<file path="src/rtl/pulse_cmd_queue.sv">
// Command FIFO feeding a downstream pulser through a valid/ready/ack handshake.
// Each acknowledged command is popped and counted; the sink must cycle ready low->high before the next offer.
module pulse_cmd_queue #(
    parameter int DEPTH = 4,
    parameter int CW    = 32
) (
    input  logic                       clk,
    input  logic                       rst,
    input  logic                       push,
    input  logic [CW-1:0]              push_count,
    output logic                       full,
    output logic                       empty,
    output logic [$clog2(DEPTH+1)-1:0] level,
    output logic                       overflow,
    output logic                       valid,
    output logic [CW-1:0]              count,
    input  logic                       ready,
    input  logic                       ack,
    output logic [15:0]                issued
);

    localparam int AW = $clog2(DEPTH);
    localparam int LW = $clog2(DEPTH+1);

    typedef enum logic [1:0] {IDLE, OFFER, WAIT_BUSY, WAIT_RDY} state_t;

    state_t        state, state_nx;
    logic [CW-1:0] mem [DEPTH];
    logic [AW-1:0] head, tail;
    logic          push_acc, push_rej, pop;

    assign full  = (level == LW'(DEPTH));
    assign empty = (level == '0);

    // A full FIFO rejects pushes even when a pop lands in the same cycle.
    assign push_acc = push && !full && (push_count != '0);
    assign push_rej = push &&  full && (push_count != '0);
    assign pop      = (state == OFFER) && ack;

    assign valid = (state == OFFER);
    assign count = valid ? mem[head] : '0;

    always_comb begin
        state_nx = state;
        case (state)
            IDLE:      if (!empty && ready && !ack) state_nx = OFFER;
            OFFER:     if (ack)                     state_nx = WAIT_BUSY;
            WAIT_BUSY: if (!ready)                  state_nx = WAIT_RDY;
            WAIT_RDY:  if (ready && !ack)           state_nx = IDLE;
            default:                                state_nx = IDLE;
        endcase
    end

    always_ff @(posedge clk or posedge rst) begin
        if (rst) begin
            state    <= IDLE;
            head     <= '0;
            tail     <= '0;
            level    <= '0;
            overflow <= 1'b0;
            issued   <= '0;
        end else begin
            state <= state_nx;
            // DEPTH is a power of two, so pointer wrap is the natural AW-bit rollover.
            if (push_acc) tail <= tail + 1'b1;
            if (pop) begin
                head   <= head + 1'b1;
                issued <= issued + 1'b1;
            end
            if (push_rej) overflow <= 1'b1;
            case ({push_acc, pop})
                2'b10:   level <= level + 1'b1;
                2'b01:   level <= level - 1'b1;
                default: level <= level;
            endcase
        end
    end

    // Storage is data only and keeps its contents across reset.
    always_ff @(posedge clk) begin
        if (push_acc) mem[tail] <= push_count;
    end

endmodule

</file>
<file path="config.mk">
export PLATFORM = sky130hd
export DESIGN_NAME = pulse_cmd_queue
export DESIGN_NICKNAME = d
export VERILOG_FILES = /design/src/rtl/pulse_cmd_queue.sv
export SDC_FILE = /design/constraint.sdc
export NUM_CORES = 1
export LEC_CHECK = 0
export CORE_MARGIN = 2
export CORE_UTILIZATION = 57
export CTS_BUF_LIST = sky130_fd_sc_hd__clkbuf_16
export CTS_CLUSTER_SIZE = 12
export DETAILED_ROUTE_END_ITERATION = 10
export PLACE_DENSITY_LB_ADDON = 0.05
export SYNTH_ARGS = -nofsm -noshare
export SYNTH_HDL_FRONTEND = slang
export SYNTH_SLANG_ARGS = --single-unit
</file>
<file path="constraint.sdc">
create_clock -name clk -period 6.3 [get_ports clk]
set_input_delay 1.26 -clock clk [delete_from_list [all_inputs] [get_ports clk]]
set_output_delay 1.26 -clock clk [all_outputs]
set_load 0.03 [all_outputs]
</file>
==> flow_summary.ini <==
[run_status]
status = finished clean

[setup_path]
critPathKind = flip-flop to primary output
cp_max_fo = 22
crit_required_ps = 5040
worst_setup_path_start_kind = flip-flop
worstPathArrival_ps = 2990
worstSetupEndpointType = primary output

[hold_path]
hold_path.class = flip-flop to flip-flop

[floorplanning]
pin_count = 92
placementRows = 38
initial_core_util_pct = 58.1
die_w_um = 109
die_y_um = 109
core-area_um2 = 10800
dieArea_um2 = 11900

[global_routing]
antenna_found_initial = 0
grt_max_degree = 33
grt.total_usage_pct = 21.4
grt_pass1_vias = 3408
grt_pass1_wl_um = 18200
overflow = 0

[routing]
wl_per_cell_um = 19.8
remaining_drc_errors = 0
drt-total-wl_um = 11700
vias = 3268
routed_via_density = 5.54
drtAntennaViolNets = 0
drtIter0Drc = 165
dr.pass1.iters = 4

[yosys]
ys.flop_type = edfxtp_1
yosys.area_share.simple_pct = 7.58
seq_area_frac_synth_pct = 71.6
synth_top_family_by_area = multiplexers
synth_adder_area_share_pct = 2.31
synth.area.mux_share_pct = 12.2
synth-compound-area-share_pct = 0.917
ys_warn_count = 0
async_flop_share_pct = 16.9
yosys.cell_types.count = 35
avgSynthCellArea_um2 = 18.6
synth_edf_count = 128
syn_nets = 386
synth-xor-area-share_pct = 2.93
yosys_register_bits = 154
synth_cells = 338
synth_area_um2 = 6270

[pwr]
power_density_nw_per_um2 = 474
p_leak_nw = 2.78
fin_total_pwr_w = 0.00374
peakVddDrop_uv = 313

[final_layout]
syn_to_final_growth_pct = 25.8
final_cell_mix = edfxtp_1 (128), clkdlybuf4s50_1 (91), and2_1 (33)
nNetsFinal = 486
stdcell_area_um2 = 7890
drive_gt1_share_pct = 16.7
layout_commonest_cell = edfxtp_1
fillCellCount = 690
diodes = 0

[sta]
tightest_slew_ps = 1100
rsz0062_at_grt = false
finalCriticalPeriod_ps = 4250
setup_violations = 0
fmax_mhz = 235
finalHoldViolCount = 0
setup_tns_ps = 0
finalMaxSlewViolations = 0
maxSlewHeadroom_pct = 26.6
post-route-period-util_pct = 67.5
finalClockSkew_ps = 9.70

[placed_design]
io_buffers = 91
gp_congestion = 0.750
post_dp_cell_area_um2 = 7330
dp_hpwl_um = 7110

[clock_tree]
cts_hold_buffers = 0
cts_root_buffer = clkbuf_16
numCtsBuffers = 17
path_clk_slew_ps = 60
cts.repair.resized = 0
clkSinkCount = 154
h-tree-depth = 4
post-cts-setup-buffer-count = 0
clockBufferDepth = 2
cts_tree = yes
insertion_delay_ps = 410

[run]
drv_cap = 0
[registers in the layout (all words and copies together) (netlist names)]
signal and count:
mem 128, issued 16, level 3, head 2
state 2, tail 2, overflow 1
[layer usage]
metal,global-route usage [%],part of all wire [%]
met5,0,0
met1,29.1,43
met4,7.05,1.3
met3,5.20,5.1
met2,34.3,50
[cells by family (layout without fill, tap and decap cells)]
logic type,Yosys count,count (layout)
adders and majority gates,11,11
AOI/OAI and AO/OA,6,6
buffers and inverters,31,143
muxes,36,36
DFF,154,154
and+or+nand+nor,79,79
xor gates and xnor gates,21,21
[metrics by stage]
stage	std cells	hold slack (ps)	setup slack, ps	utilization (%)
after global routing	590	497	1860	73.1
after global placement	559	467	1980	67.9
final	590	467	2050	73.1
after CTS	590	473	1950	73.1
after floorplan	338	498	2930	-
after detailed placement	559	462	1900	67.9
[area by class of cell]
cell class                      count  area, µm²  area share (%)
Sequential cell                   154       4500            57.0
Clock buffer                       17        425            5.39
Clock inverter                     14        133            1.68
Tap cell                          140        175            2.22
Inverter                           18       67.6           0.856
Multi-Input combinational cell    153       1660            21.0
Timing Repair Buffer               94        933            11.8
[Yosys cell counts (4+ instances only)]
library cell / number / share of area [%]
dfrtp_1: 26 / 10
nand2_1: 7 / 0.42
clkbuf_1: 5 / 0.30
nor4_1: 8 / 0.80
inv_1: 18 / 1.1
and2_1: 33 / 3.3
nand4_1: 4 / 0.40
nor3_1: 5 / 0.40
buf_2: 4 / 0.32
nor2_1: 12 / 0.72
xor2_1: 11 / 1.5
ha_1: 10 / 2.0
edfxtp_1: 128 / 61
xnor2_1: 10 / 1.4
mux4_2: 32 / 11
[worst max-delay path: stages, from the launching register on]
cell	delay [ps]
dfrtp_2	850
buf_4	410
mux4_2	550
and2_1	180
clkdlybuf4s50_1	590
[final timing paths]
check,to,slack [ps],cells past startpoint,startpoint
setup / recovery,count[28],2050,4,head[0]
hold / removal,issued[15],470,1,issued[15]
setup reg to reg,level[2],3740,9,state[1]
hold reg to reg,issued[15],470,1,issued[15]
max in group asynchronous,head[0],4230,2,rst
min in group asynchronous,issued[9],1390,2,rst
[report_power, final]
group / internal, W / total, W / leakage, nW / switching (W)
Combinational: 0.000598 / 0.00129 / 1.03 / 0.000697
Clock: 0.000575 / 0.000962 / 0.269 / 0.000388
Sequential: 0.00134 / 0.00148 / 1.49 / 0.000134
Total: 0.00252 / 0.00374 / 2.78 / 0.00122
(Power assumes the default switching activity.)
